===== src/rtl/gl_bram_port_arbiter_if.sv =====
// rtl/gl_bram_port_arbiter_if.sv - requester and BRAM port signal bundle for gl_bram_port_arbiter
interface gl_bram_port_arbiter_if #(
   parameter int NUM_REQ = 3,
   parameter int ADDR_W  = 32
);
   // requester side
   logic [NUM_REQ-1:0]        req_valid;
   logic [4*NUM_REQ-1:0]      req_we;
   logic [ADDR_W*NUM_REQ-1:0] req_addr;
   logic [32*NUM_REQ-1:0]     req_wdata;
   logic [NUM_REQ-1:0]        req_lock;
   logic [NUM_REQ-1:0]        req_ready;
   logic [NUM_REQ-1:0]        rsp_valid;
   logic [31:0]               rsp_data;

   // BRAM A port side
   logic                      bram_en;
   logic [3:0]                bram_we;
   logic [ADDR_W-1:0]         bram_addr;
   logic [31:0]               bram_wdata;
   logic [31:0]               bram_rdata;

   // environment view: requesters and the BRAM itself
   modport master (
      output req_valid, req_we, req_addr, req_wdata, req_lock, bram_rdata,
      input  req_ready, rsp_valid, rsp_data, bram_en, bram_we, bram_addr, bram_wdata
   );

   // arbiter view
   modport slave (
      input  req_valid, req_we, req_addr, req_wdata, req_lock, bram_rdata,
      output req_ready, rsp_valid, rsp_data, bram_en, bram_we, bram_addr, bram_wdata
   );
endinterface


===== src/rtl/gl_bram_port_arbiter.sv =====
// rtl/gl_bram_port_arbiter.sv - round-robin arbiter sharing one BRAM port; GL_ARB_LOCK_EN enables grant locking
module gl_bram_port_arbiter #(
   parameter int NUM_REQ  = 3,
   parameter int ADDR_W   = 32,
   parameter int BRAM_LAT = 1,
   parameter int MAX_LOCK = 8
) (
   input logic                   clk,
   input logic                   reset_n,
   gl_bram_port_arbiter_if.slave bus
);
   localparam int IDX_W = (NUM_REQ > 1) ? $clog2(NUM_REQ) : 1;

   logic [IDX_W-1:0]  ptr;
   logic [IDX_W-1:0]  ptr_inc;
   logic [IDX_W-1:0]  next_ptr;
   logic [IDX_W-1:0]  grant_idx;
   logic [NUM_REQ-1:0] grant_oh;
   logic              grant_any;
   logic [IDX_W:0]    scan_sum;
   logic [IDX_W-1:0]  scan_idx;

   logic [3:0]        grant_we;
   logic [ADDR_W-1:0] grant_addr;
   logic [31:0]       grant_wdata;
   logic              push_read;

   // read tags travel alongside the BRAM access so data can be routed back in order
   logic              tag_v [BRAM_LAT];
   logic [IDX_W-1:0]  tag_g [BRAM_LAT];

   // scan from the pointer and pick the first valid requester
   always_comb begin
      grant_any = 1'b0;
      grant_idx = '0;
      grant_oh  = '0;
      scan_sum  = '0;
      scan_idx  = '0;
      for (int k = 0; k < NUM_REQ; k++) begin
         scan_sum = {1'b0, ptr} + (IDX_W+1)'(k);
         if (scan_sum >= (IDX_W+1)'(NUM_REQ))
            scan_sum = scan_sum - (IDX_W+1)'(NUM_REQ);
         scan_idx = scan_sum[IDX_W-1:0];
         if (!grant_any && reset_n && bus.req_valid[scan_idx]) begin
            grant_any = 1'b1;
            grant_idx = scan_idx;
         end
      end
      if (grant_any)
         grant_oh[grant_idx] = 1'b1;
   end

   assign bus.req_ready = grant_oh;

   // select the granted requester's beat
   always_comb begin
      grant_we    = '0;
      grant_addr  = '0;
      grant_wdata = '0;
      for (int i = 0; i < NUM_REQ; i++) begin
         if (grant_oh[i]) begin
            grant_we    = bus.req_we[4*i +: 4];
            grant_addr  = bus.req_addr[ADDR_W*i +: ADDR_W];
            grant_wdata = bus.req_wdata[32*i +: 32];
         end
      end
   end

   assign push_read = grant_any && (grant_we == 4'h0);
   assign ptr_inc   = (grant_idx == IDX_W'(NUM_REQ-1)) ? '0 : grant_idx + 1'b1;

`ifdef GL_ARB_LOCK_EN
   localparam int CNT_W = $clog2(MAX_LOCK+1);

   logic [CNT_W-1:0] lock_cnt;
   logic [CNT_W-1:0] lock_base;
   logic [CNT_W-1:0] lock_cnt_nxt;

   // a locked grant keeps priority until MAX_LOCK consecutive locked grants have gone out
   always_comb begin
      next_ptr     = ptr_inc;
      lock_cnt_nxt = lock_cnt;
      lock_base    = '0;
      if (grant_any) begin
         if (|(grant_oh & bus.req_lock)) begin
            // while locked the pointer sits on the holder, so a grant elsewhere restarts the run
            lock_base = (grant_idx == ptr) ? lock_cnt : '0;
            if (lock_base == CNT_W'(MAX_LOCK-1)) begin
               lock_cnt_nxt = '0;
               next_ptr     = ptr_inc;
            end else begin
               lock_cnt_nxt = lock_base + 1'b1;
               next_ptr     = grant_idx;
            end
         end else begin
            lock_cnt_nxt = '0;
         end
      end
   end

   // lock run length
   always_ff @(posedge clk or negedge reset_n) begin
      if (!reset_n)
         lock_cnt <= '0;
      else
         lock_cnt <= lock_cnt_nxt;
   end
`else
   logic unused_lock;
   assign unused_lock = ^bus.req_lock;

   // pure round-robin: always move past the granted requester
   always_comb begin
      next_ptr = ptr_inc;
   end
`endif

   // round-robin pointer advances only on a handshake
   always_ff @(posedge clk or negedge reset_n) begin
      if (!reset_n)
         ptr <= '0;
      else if (grant_any)
         ptr <= next_ptr;
   end

   // register the granted beat onto the BRAM port; address and data hold when idle
   always_ff @(posedge clk or negedge reset_n) begin
      if (!reset_n) begin
         bus.bram_en    <= 1'b0;
         bus.bram_we    <= 4'h0;
         bus.bram_addr  <= '0;
         bus.bram_wdata <= '0;
      end else if (grant_any) begin
         bus.bram_en    <= 1'b1;
         bus.bram_we    <= grant_we;
         bus.bram_addr  <= grant_addr;
         bus.bram_wdata <= grant_wdata;
      end else begin
         bus.bram_en    <= 1'b0;
         bus.bram_we    <= 4'h0;
      end
   end

   // shift read tags in lockstep with the BRAM read latency
   always_ff @(posedge clk or negedge reset_n) begin
      if (!reset_n) begin
         for (int s = 0; s < BRAM_LAT; s++) begin
            tag_v[s] <= 1'b0;
            tag_g[s] <= '0;
         end
      end else begin
         tag_v[0] <= push_read;
         tag_g[0] <= grant_idx;
         for (int s = 1; s < BRAM_LAT; s++) begin
            tag_v[s] <= tag_v[s-1];
            tag_g[s] <= tag_g[s-1];
         end
      end
   end

   // retire the oldest tag: strobe its requester and capture the BRAM data
   always_ff @(posedge clk or negedge reset_n) begin
      if (!reset_n) begin
         bus.rsp_valid <= '0;
         bus.rsp_data  <= '0;
      end else begin
         for (int i = 0; i < NUM_REQ; i++)
            bus.rsp_valid[i] <= tag_v[BRAM_LAT-1] && (tag_g[BRAM_LAT-1] == IDX_W'(i));
         if (tag_v[BRAM_LAT-1])
            bus.rsp_data <= bus.bram_rdata;
      end
   end
endmodule

===== src/flat_wrapper.sv =====
// flat-port wrapper written by rule: the top's interface ports become plain ports
module gl_bram_port_arbiter_flat 
#(
   parameter int NUM_REQ  = 3,
   parameter int ADDR_W   = 32,
   parameter int BRAM_LAT = 1,
   parameter int MAX_LOCK = 8
)
  (clk, reset_n, bus_req_valid, bus_req_we, bus_req_addr, bus_req_wdata, bus_req_lock, bus_bram_rdata, bus_req_ready, bus_rsp_valid, bus_rsp_data, bus_bram_en, bus_bram_we, bus_bram_addr, bus_bram_wdata);
  gl_bram_port_arbiter_if #(.NUM_REQ(NUM_REQ), .ADDR_W(ADDR_W)) bus_i ();
  input logic clk;
  input logic reset_n;
  input wire logic [$bits(bus_i.req_valid)-1:0] bus_req_valid;
  input wire logic [$bits(bus_i.req_we)-1:0] bus_req_we;
  input wire logic [$bits(bus_i.req_addr)-1:0] bus_req_addr;
  input wire logic [$bits(bus_i.req_wdata)-1:0] bus_req_wdata;
  input wire logic [$bits(bus_i.req_lock)-1:0] bus_req_lock;
  input wire logic [$bits(bus_i.bram_rdata)-1:0] bus_bram_rdata;
  output wire logic [$bits(bus_i.req_ready)-1:0] bus_req_ready;
  output wire logic [$bits(bus_i.rsp_valid)-1:0] bus_rsp_valid;
  output wire logic [$bits(bus_i.rsp_data)-1:0] bus_rsp_data;
  output wire logic [$bits(bus_i.bram_en)-1:0] bus_bram_en;
  output wire logic [$bits(bus_i.bram_we)-1:0] bus_bram_we;
  output wire logic [$bits(bus_i.bram_addr)-1:0] bus_bram_addr;
  output wire logic [$bits(bus_i.bram_wdata)-1:0] bus_bram_wdata;
  assign bus_i.req_valid = bus_req_valid;
  assign bus_i.req_we = bus_req_we;
  assign bus_i.req_addr = bus_req_addr;
  assign bus_i.req_wdata = bus_req_wdata;
  assign bus_i.req_lock = bus_req_lock;
  assign bus_i.bram_rdata = bus_bram_rdata;
  assign bus_req_ready = bus_i.req_ready;
  assign bus_rsp_valid = bus_i.rsp_valid;
  assign bus_rsp_data = bus_i.rsp_data;
  assign bus_bram_en = bus_i.bram_en;
  assign bus_bram_we = bus_i.bram_we;
  assign bus_bram_addr = bus_i.bram_addr;
  assign bus_bram_wdata = bus_i.bram_wdata;
  gl_bram_port_arbiter #(.NUM_REQ(NUM_REQ), .ADDR_W(ADDR_W), .BRAM_LAT(BRAM_LAT), .MAX_LOCK(MAX_LOCK)) u_core (.clk(clk), .reset_n(reset_n), .bus(bus_i));
endmodule

===== config.mk =====
export PLATFORM = sky130hd
export DESIGN_NAME = gl_bram_port_arbiter_flat
export DESIGN_NICKNAME = d
export VERILOG_FILES = /design/src/rtl/gl_bram_port_arbiter_if.sv /design/src/rtl/gl_bram_port_arbiter.sv /design/src/flat_wrapper.sv
export SDC_FILE = /design/constraint.sdc
export NUM_CORES = 1
export LEC_CHECK = 0
export CORE_AREA = 2 2 138 140
export DETAILED_ROUTE_END_ITERATION = 6
export DIE_AREA = 0 0 140 142
export PLACE_DENSITY = 0.69
export SYNTH_ARGS = -nofsm -noshare
export SYNTH_HDL_FRONTEND = slang
export SYNTH_SLANG_ARGS = --single-unit

===== constraint.sdc =====
create_clock -name clk -period 2.9 [get_ports clk]
set_input_delay 0.435 -clock clk [delete_from_list [all_inputs] [get_ports clk]]
set_output_delay 0.435 -clock clk [all_outputs]
set_load 0.005 [all_outputs]

== Word level (Yosys, flattened, before mapping) ==
Index checks and enable logic that the tools add are counted.
Word-level totals
  register bits: 109
  logic and storage cells: 70
Cells by class
  add/sub/neg operators: 6
  $lt $le $gt $ge: 8
  equal/unequal tests: 3
  muxes and demuxes: 30
  reductions and logical operators: 14
Operator list (number)
  2-to-1 mux 32 bit: 6
  2-to-1 mux 4 bit: 4
  2-to-1 mux 2 bit: 7
  less-than comparator 2 x 3 -> 1 bit (second input constant): 4
  logical AND 1 bit: 10
  2-to-1 mux 1 bit: 8
  binary-select mux 1 bit (select 2 bit): 3
  greater-or-equal comparator 3 x 2 -> 1 bit (second input constant): 2
  subtractor 2 bit (second input constant): 3
  == test 2 bit (second input constant): 2
  logical NOT 4 bit: 1
  adder 2 x 1 -> 3 bit (second input constant): 1
  adder 2 x 2 -> 3 bit (second input constant): 1
  2-to-1 mux 3 bit: 1
  adder 2 x 1 -> 2 bit (second input constant): 1
  demux 1 bit (select 2 bit): 1
  == test 2 x 1 -> 1 bit (second input constant): 1
  greater-or-equal comparator 2 x 1 -> 1 bit (second input constant): 1
  greater-or-equal comparator 2 bit (second input constant): 1
  logical NOT 1 bit: 2
  logical NOT 2 bit: 1

== Logic depth before layout (Yosys ltp) ==
Gate-level depths: netlist (run 1).
  word-level depth: 24
  depth in mapped cells: 11
  depth with buffers taken out: 9

== Worst setup path before layout (run 1) ==
Ideal clock, no wire load.
  path type: flip-flop to output port
  start: register u_core.ptr[0]
  end: output port bus_req_ready[2]
  data arrival time: 1.721 ns
  data required time: 2.465 ns
  path slack: 0.744 ns
  stages on the path, launching flop included: 10
  buffers on the path: 3
  cells stage by stage: dfrtp_1 inv_1 ha_1 nor2b_1 o2111ai_1 o22a_1 buf_2 buf_4 buf_2 inv_2
On the way
  word-level cells in the longest chain between the ends: 19
RTL lines
  start, declared: line gl_bram_port_arbiter.sv:14  | logic [IDX_W-1:0] ptr;
  start signal, assigned: line gl_bram_port_arbiter.sv:123  | ptr <= next_ptr;
  parallel branches: the longest is 18 deep, another holds adder 2 x 1 -> 3 bit
  2-to-1 mux 3 bit (*): line gl_bram_port_arbiter.sv:49  | if (grant_any)
  end, declared: line flat_wrapper.sv:19  | output wire logic [$bits(bus_i.req_ready)-1:0] bus_req_ready;
Mark *: on every way between the ends. The select of a mux whose other input is x is not followed.

== Worst setup path after layout (run 1) ==
  start: register u_core.ptr[1]
  end: output port bus_req_ready[2]
Same word-level chain as after synthesis.

==> flow_summary.yaml, run 1 <==
synth:
  synth.area.top_cells: "dfrtp_1 (49%), mux2i_1 (11%), a21o_1 (8.6%), a211oi_1 (8.3%), mux2_2 (6.5%)"
  synth_seq_area_share: 0.4886
  syn-cell-area_sq_mm: 0.005583
  synth-edff-count: 0
  synth_seq_cells: 109
  netlist.area_leader.share: 0.4886
  netlist_instances: 496
  synth_cell_types: 39
  ys_warn_count: 0
  avgSynthCellArea_sq_um: 11.26
  synthFlopType: "dfrtp_1"
  syn-num-nets: 744
  async_flop_share: 1.000
  yosysTopAreaCell: "dfrtp_1"
pwr:
  power_density_mw_per_mm2: 872.3
  pwr-share-clk: 0.154
  switching_share: 0.3264
  seqPwrFrac: 0.318
  internal-power_mw: 5.690
  leakage_nw: 4.140
  ir_drop_mv: 0.4471
  power.switching_mw: 2.757
  comb_power_share: 0.528
sta:
  rsz0062_at_grt: "false"
  post-route-min-period_ns: 2.748
  timing.slew.headroom: 0.3634
  fin_crit_sh: 0.9476
  fmax_ghz: 0.3639
  tns_ns: 0
  worst_pin_slew_ns: 0.9548
  clock_skew_ns: 0.01095
  hold_viol: 0
  maxSlewViolCount: 0
  finalSetupViolations: 0
floorplan:
  floorplan.initialDensity: 0.3025
  fp.dieW_um: 140
  core.rowCount: 50
  die_h_um: 142
  pin_count: 351
  coreArea_sq_mm: 0.01846
  dieArea_sq_mm: 0.01988
clock_network:
  cts.sinks: 109
  cts_tree: "yes"
  clk_latency_ns: 0.35
  path_clk_slew_ns: 0.08
  cts_buffer_depth: 2
  postCtsHoldBufs: 0
  cts_buffers: 9
  root_buffer: "clkbuf_16"
  htreeDepth: 3
critical_path:
  cp-end-kind: "output pin"
  crit_path_start_kind: "flip-flop"
  cp_data_required_time_ns: 2.47
  crit_arrival_ns: 2.31
  crit_type: "flip-flop to output pin"
  critical_path.max_fanout: 5
drt:
  drc_errors: 23
  routedWlPerCell_um: 16.34
  dr.pass1.iters: 7
  ant_nets: 0
  dr.first_iter.drc_count: 193
  viasPerCell: 4.714
  drt_wl_total_um: 17450
  via_count: 5035
min_path:
  hp-class: "input pin to asynchronous set/reset pin"
grt:
  grt_max_degree: 131
  track_usage: 0.1743
  grt-ovfl-total: 0
  antenna_found_initial: 0
  grt_pass1_vias: 5141
  grt_pass1_wl_um: 27350
cells_and_area:
  layout_commonest_cell: "clkdlybuf4s50_1"
  ff_latch_area_sq_mm: 0.002729
  syn2layout_area_growth_pct: 73.46
  diodes: 0
  fin_util: 0.5247
  nFillCells: 1702
  finalNetCount: 1077
  multi_input_area_sq_mm: 0.002674
  layout.cells.most_common_list: "clkdlybuf4s50_1 (345), dfrtp_1 (108), nor2_1 (65)"
  drive_gt1_frac: 0.1019
placed_design:
  port_buffers: 347
  gp_congestion: 0.7827
  dp_hpwl_um: 13350
outcome:
  violations: "DRC"
  status: "finished, violations left"
flow_run:
  cap_violations: 0
[sequential cells by signal, summed over array words and instances, names as in the netlist]
| signal | flops |
|---|---|
| u_core.tag_v | 1 |
| u_core.bus.rsp_valid | 3 |
| u_core.bus.rsp_data | 32 |
| u_core.bus.bram_addr | 32 |
| u_core.tag_g | 2 |
| u_core.bus.bram_we | 4 |
| u_core.bus.bram_en | 1 |
| u_core.bus.bram_wdata | 32 |
| u_core.ptr | 2 |
[final cells by class]
type,count,share of cell area
multi-input combinational,338,0.2761
tap,234,0.03023
timing repair buffer,363,0.3762
clock buffer,10,0.02468
sequential,109,0.2818
clock inverter,6,0.007881
inverter,8,0.003101
[cells by family (layout without fill, tap and decap cells)]
logic type | after synthesis | in the layout | synth area share
buf+inv | 49 | 387 | 0.04863
fa+ha+maj | 4 | 4 | 0.008965
compound gates | 153 | 153 | 0.2078
flops | 109 | 109 | 0.4886
simple gates | 85 | 85 | 0.06679
mux | 96 | 96 | 0.1793
[repair_timing]
item / 4_1_cts / 5_1_grt
gates resized for setup: 6 / 8
setup endpoints to repair: 1 / 1
pin swaps: 1 / 3
cloned: 0 / 0
buffers inserted: 2 / 1
[through the flow]
| step | hold slack (ns) | setup WS (ns) | cell area (sq um) | power [mW] | cells |
|---|---|---|---|---|---|
| 3_5_place_dp | 0.4352 | 0.1181 | 9280 | 7.139 | 1049 |
| 4_1_cts | 0.2485 | 0.001043 | 9641 | 8.542 | 1067 |
| 3_3_place_gp | 0.4243 | 0.1281 | 9280 | 7.076 | 1049 |
| 2_1_floorplan | 0.1394 | 0.7437 | 5583 | 4.779 | 496 |
| 6_report | 0.2446 | 0.1520 | 9684 | 8.447 | 1068 |
| 5_1_grt | 0.2881 | 0.01758 | 9684 | 9.048 | 1068 |
[per-layer routing]
metal  up-vias  wire, um  global-route usage
met1      2328      6964              0.2113
li1       2473         -                   -
met5         -         0                   0
met2       218      8918              0.3109
met3        16      1331             0.04509
met4         0       235             0.04306
[power by group through the flow]
stage	Clock (mW)	Combinational [mW]	Sequential, mW
CTS	1.35	4.50	2.69
detailed placement	0	4.43	2.71
global placement	0	4.39	2.68
global route	1.41	4.85	2.79
finish	1.30	4.46	2.69
floorplan	0	2.05	2.73
[critical path, cell delays in order (launching register included)]
cell and delay, ns:
dfrtp_2 0.44, inv_1 0.09, ha_2 0.24, mux2i_2 0.28, o22ai_4 0.11, o22a_4 0.23, inv_2 0.05, clkdlybuf4s50_1 0.53
[worst paths after layout]
| kind | slack (ns) | cells past startpoint | to | from |
|---|---|---|---|---|
| setup / recovery | 0.15 | 7 | bus_req_ready[2] | u_core.ptr[1] |
| hold / removal | 0.24 | 2 | u_core.bus.rsp_data[10] | reset_n |
| setup reg to reg | 0.38 | 10 | u_core.bus.bram_addr[18] | u_core.ptr[1] |
| hold reg to reg | 0.44 | 1 | u_core.bus.rsp_valid[0] | u_core.tag_g[0] |
| max in group asynchronous | 1.82 | 2 | u_core.bus.bram_wdata[16] | reset_n |
| min in group clk | 0.44 | 1 | u_core.bus.rsp_valid[0] | u_core.tag_g[0] |
[Yosys cell counts, types with 2 or more instances]
cell type	instances
a21o_1	64
ha_1	4
a21oi_1	8
o21ai_1	2
dfrtp_1	109
inv_1	5
inv_2	3
nand2_1	5
nor3b_1	3
nor2_1	65
buf_6	8
nor2b_1	2
mux2_2	32
clkbuf_1	7
mux2i_1	64
a22oi_1	3
and3b_1	2
a32oi_1	2
nand2b_1	3
buf_1	6
a211oi_1	62
o21a_1	2
buf_2	19
No activity file was read; power rests on OpenSTA's default activity.
==> inputs of run 2 (changes only) <==
--- a/config.mk
+++ b/config.mk
@@ -5,10 +5,12 @@
 export SDC_FILE = /design/constraint.sdc
 export NUM_CORES = 1
 export LEC_CHECK = 0
-export CORE_AREA = 2 2 138 140
+export CELL_PAD_IN_SITES_DETAIL_PLACEMENT = 0
+export CELL_PAD_IN_SITES_GLOBAL_PLACEMENT = 1
+export CORE_MARGIN = 2
+export CORE_UTILIZATION = 27
 export DETAILED_ROUTE_END_ITERATION = 6
-export DIE_AREA = 0 0 140 142
-export PLACE_DENSITY = 0.69
+export PLACE_DENSITY_LB_ADDON = 0.1
 export SYNTH_ARGS = -nofsm -noshare
 export SYNTH_HDL_FRONTEND = slang
 export SYNTH_SLANG_ARGS = --single-unit
==> run 2 against run 1 <==
The run now ends clean. Final area up 0.70%. Clock-buffer cell count unchanged. Die area rose by 9.9%. Clock skew shrank 0.0037 ns. Sequential power is essentially flat. Via count is 1.2% higher. Combinational power grew 2%. Global-route usage fell by 0.31 points. Highest routed layer unchanged.
==> flow_summary.yaml, run 2 (synthesis results as in run 1) <==
drt:
  dr.first_iter.drc_count: 161
  drc_errors: 0
  wl_met1_um: 7152
  viasPerCell: 4.585
  routedWlPerCell_um: 16.93
  drt_wl_total_um: 18810
  ant_nets: 0
  via_count: 5094
  dr.pass1.iters: 4
  routed-wl-met2_um: 9443
  wl_met3_um: 1999
  top_layer: "met4"
floorplan:
  die_h_um: 147.8
  dieArea_sq_mm: 0.02184
  core.rowCount: 52
  fp.dieW_um: 147.8
  coreArea_sq_mm: 0.02023
  pin_count: 351
  floorplan.initialDensity: 0.2759
critical_path:
  timing.critical_path.buf_inv: 2
  cp_data_required_time_ns: 2.47
  critical_path.endpoint: "bus_req_ready[1]"
  cp.depth: 6
  crit_arrival_ns: 2.32
  critical_path.max_fanout: 4
  r2r_cells: 9
  crit_family: "buffers and inverters"
  crit_path_start_kind: "flip-flop"
  cp-end-kind: "output pin"
  crit_chain: "inv_2, ha_4, mux2i_1, o211a_1, o21a_1, clkdlybuf4s50_1"
  timing.rr.start: "u_core.ptr[1]"
  setup.worst_path.start: "u_core.ptr[0]"
  slowest_stage: "clkdlybuf4s50_1"
  cpPeakStageDelay_ns: 0.51
  r2r_slack_ns: 0.40
  crit_type: "flip-flop to output pin"
  r2r-end: "u_core.bus.bram_addr[23]"
clock_network:
  clk_latency_ns: 0.35
  path_clk_slew_ns: 0.07
  htreeDepth: 3
  cts_buffer_depth: 2
  cts.sinks: 109
  root_buffer: "clkbuf_16"
  cts_tree: "yes"
  cts_buffers: 9
outcome:
  status: "finished clean"
placed_design:
  dp_hpwl_um: 14830
  placed_cells: 1089
  gp_congestion: 0.8530
  port_buffers: 347
cells_and_area:
  drive_gt1_frac: 0.1058
  layout.cells.most_common_list: "clkdlybuf4s50_1 (344), dfrtp_1 (108), nor2_1 (65)"
  fin_util: 0.4819
  layout_commonest_cell: "clkdlybuf4s50_1"
  finalNetCount: 1084
  syn2layout_area_growth_pct: 74.67
  reg_top3: "u_core.bus.bram_addr (32), u_core.bus.bram_wdata (32), u_core.bus.rsp_data (32)"
  diodes: 0
  fin_cells: 1111
flow_run:
  cap_violations: 0
grt:
  track_usage: 0.1711
  grt_pass1_wl_um: 28930
  grt_max_degree: 75
  grt_pass1_vias: 5308
  antenna_found_initial: 0
  grt-ovfl-total: 0
sta:
  maxSlewViolCount: 0
  timing.slew.headroom: 0.6452
  tns_ns: 0
  fmax_ghz: 0.3631
  hold_viol: 0
  rsz0062_at_grt: "false"
  clock_skew_ns: 0.007236
  finalSetupViolations: 0
  fin_crit_sh: 0.9496
  post-route-min-period_ns: 2.754
  worst_pin_slew_ns: 0.5322
min_path:
  hp-class: "input pin to asynchronous set/reset pin"
pwr:
  p_total_mw: 8.397
  power_density_mw_per_mm2: 861.1
  leakage_nw: 4.163
  ir_drop_mv: 0.2734
[run 2: changes by cell type in the layout (fill, tap and decap cells not counted), sizes merged]
cell / previous run / this run
clkinv: 2 / 3
buf: 17 / 24
clkdlybuf4s50: 345 / 344
inv: 11 / 9
bufinv: 1 / 0
dlygate4sd2: 0 / 1
clkinvlp: 0 / 2
[run 2: per-layer routing]
metal	up-vias	global-route usage
li1	2498	-
met3	11	0.06235
met4	0	0.04760
met2	226	0.3056
met5	-	0
met1	2359	0.1919
[run 2: how the worst min path moves through the flow]
| stage | from | to | cells after the start |
|---|---|---|---|
| 6_report | reset_n | u_core.bus.bram_addr[0] | 2 |
| 5_1_grt | reset_n | u_core.bus.bram_addr[0] | 2 |
| 4_1_cts | reset_n | u_core.bus.bram_wdata[22] | 2 |
| 3_5_place_dp | u_core.tag_g[0] | u_core.bus.rsp_valid[0] | 1 |
| 3_3_place_gp | u_core.tag_g[0] | u_core.bus.rsp_valid[0] | 1 |
| 2_1_floorplan | reset_n | u_core.bus.bram_addr[0] | 0 |
[run 2: what timing repair did]
| item | in CTS | in global routing |
|---|---|---|
| pin swaps | 4 | 0 |
| gates resized for setup | 12 | 3 |
| hold buffers | 0 | 0 |
| buffers inserted | 6 | 0 |
| setup endpoints to repair | 1 | 1 |
| endpoints found under the hold margin | 0 | 0 |
[run 2: per-stage QoR]
| stage | instance area (sq um) | hold slack (ns) | worst slack, ns |
|---|---|---|---|
| after floorplan | 5583 | 0.1394 | 0.7437 |
| after global routing | 9752 | 0.2483 | 0.04210 |
| after detailed placement | 9355 | 0.4471 | 0.07389 |
| after global placement | 9355 | 0.4237 | 0.09163 |
| after CTS | 9738 | 0.2280 | 0.002383 |
| final | 9752 | 0.2184 | 0.1461 |
[run 2: cell type report]
cell class | count | area (sq um)
multi-input combinational | 338 | 2680
fill | 1836 | 10480
sequential | 109 | 2729
clock inverter | 6 | 38.79
tap | 270 | 337.8
timing repair buffer | 370 | 3707
clock buffer | 10 | 229.0
inverter | 8 | 30.03
[run 2: worst register-to-register path, delay by kind of cell (launching register included)]
kind	cells	cell delay, ns
flip-flops	1	0.39
AO/OA/AOI/OAI	5	1.02
adder cells (fa/ha/maj)	1	0.25
buffers and inverters	3	0.74
[run 2: report_power, final]
group	internal, mW	leakage [nW]	switching (mW)	total (mW)
logic	2.75	2.71	1.82	4.57
registers	2.28	1.32	0.409	2.69
clock network	0.582	0.129	0.556	1.14
total	5.62	4.16	2.78	8.40
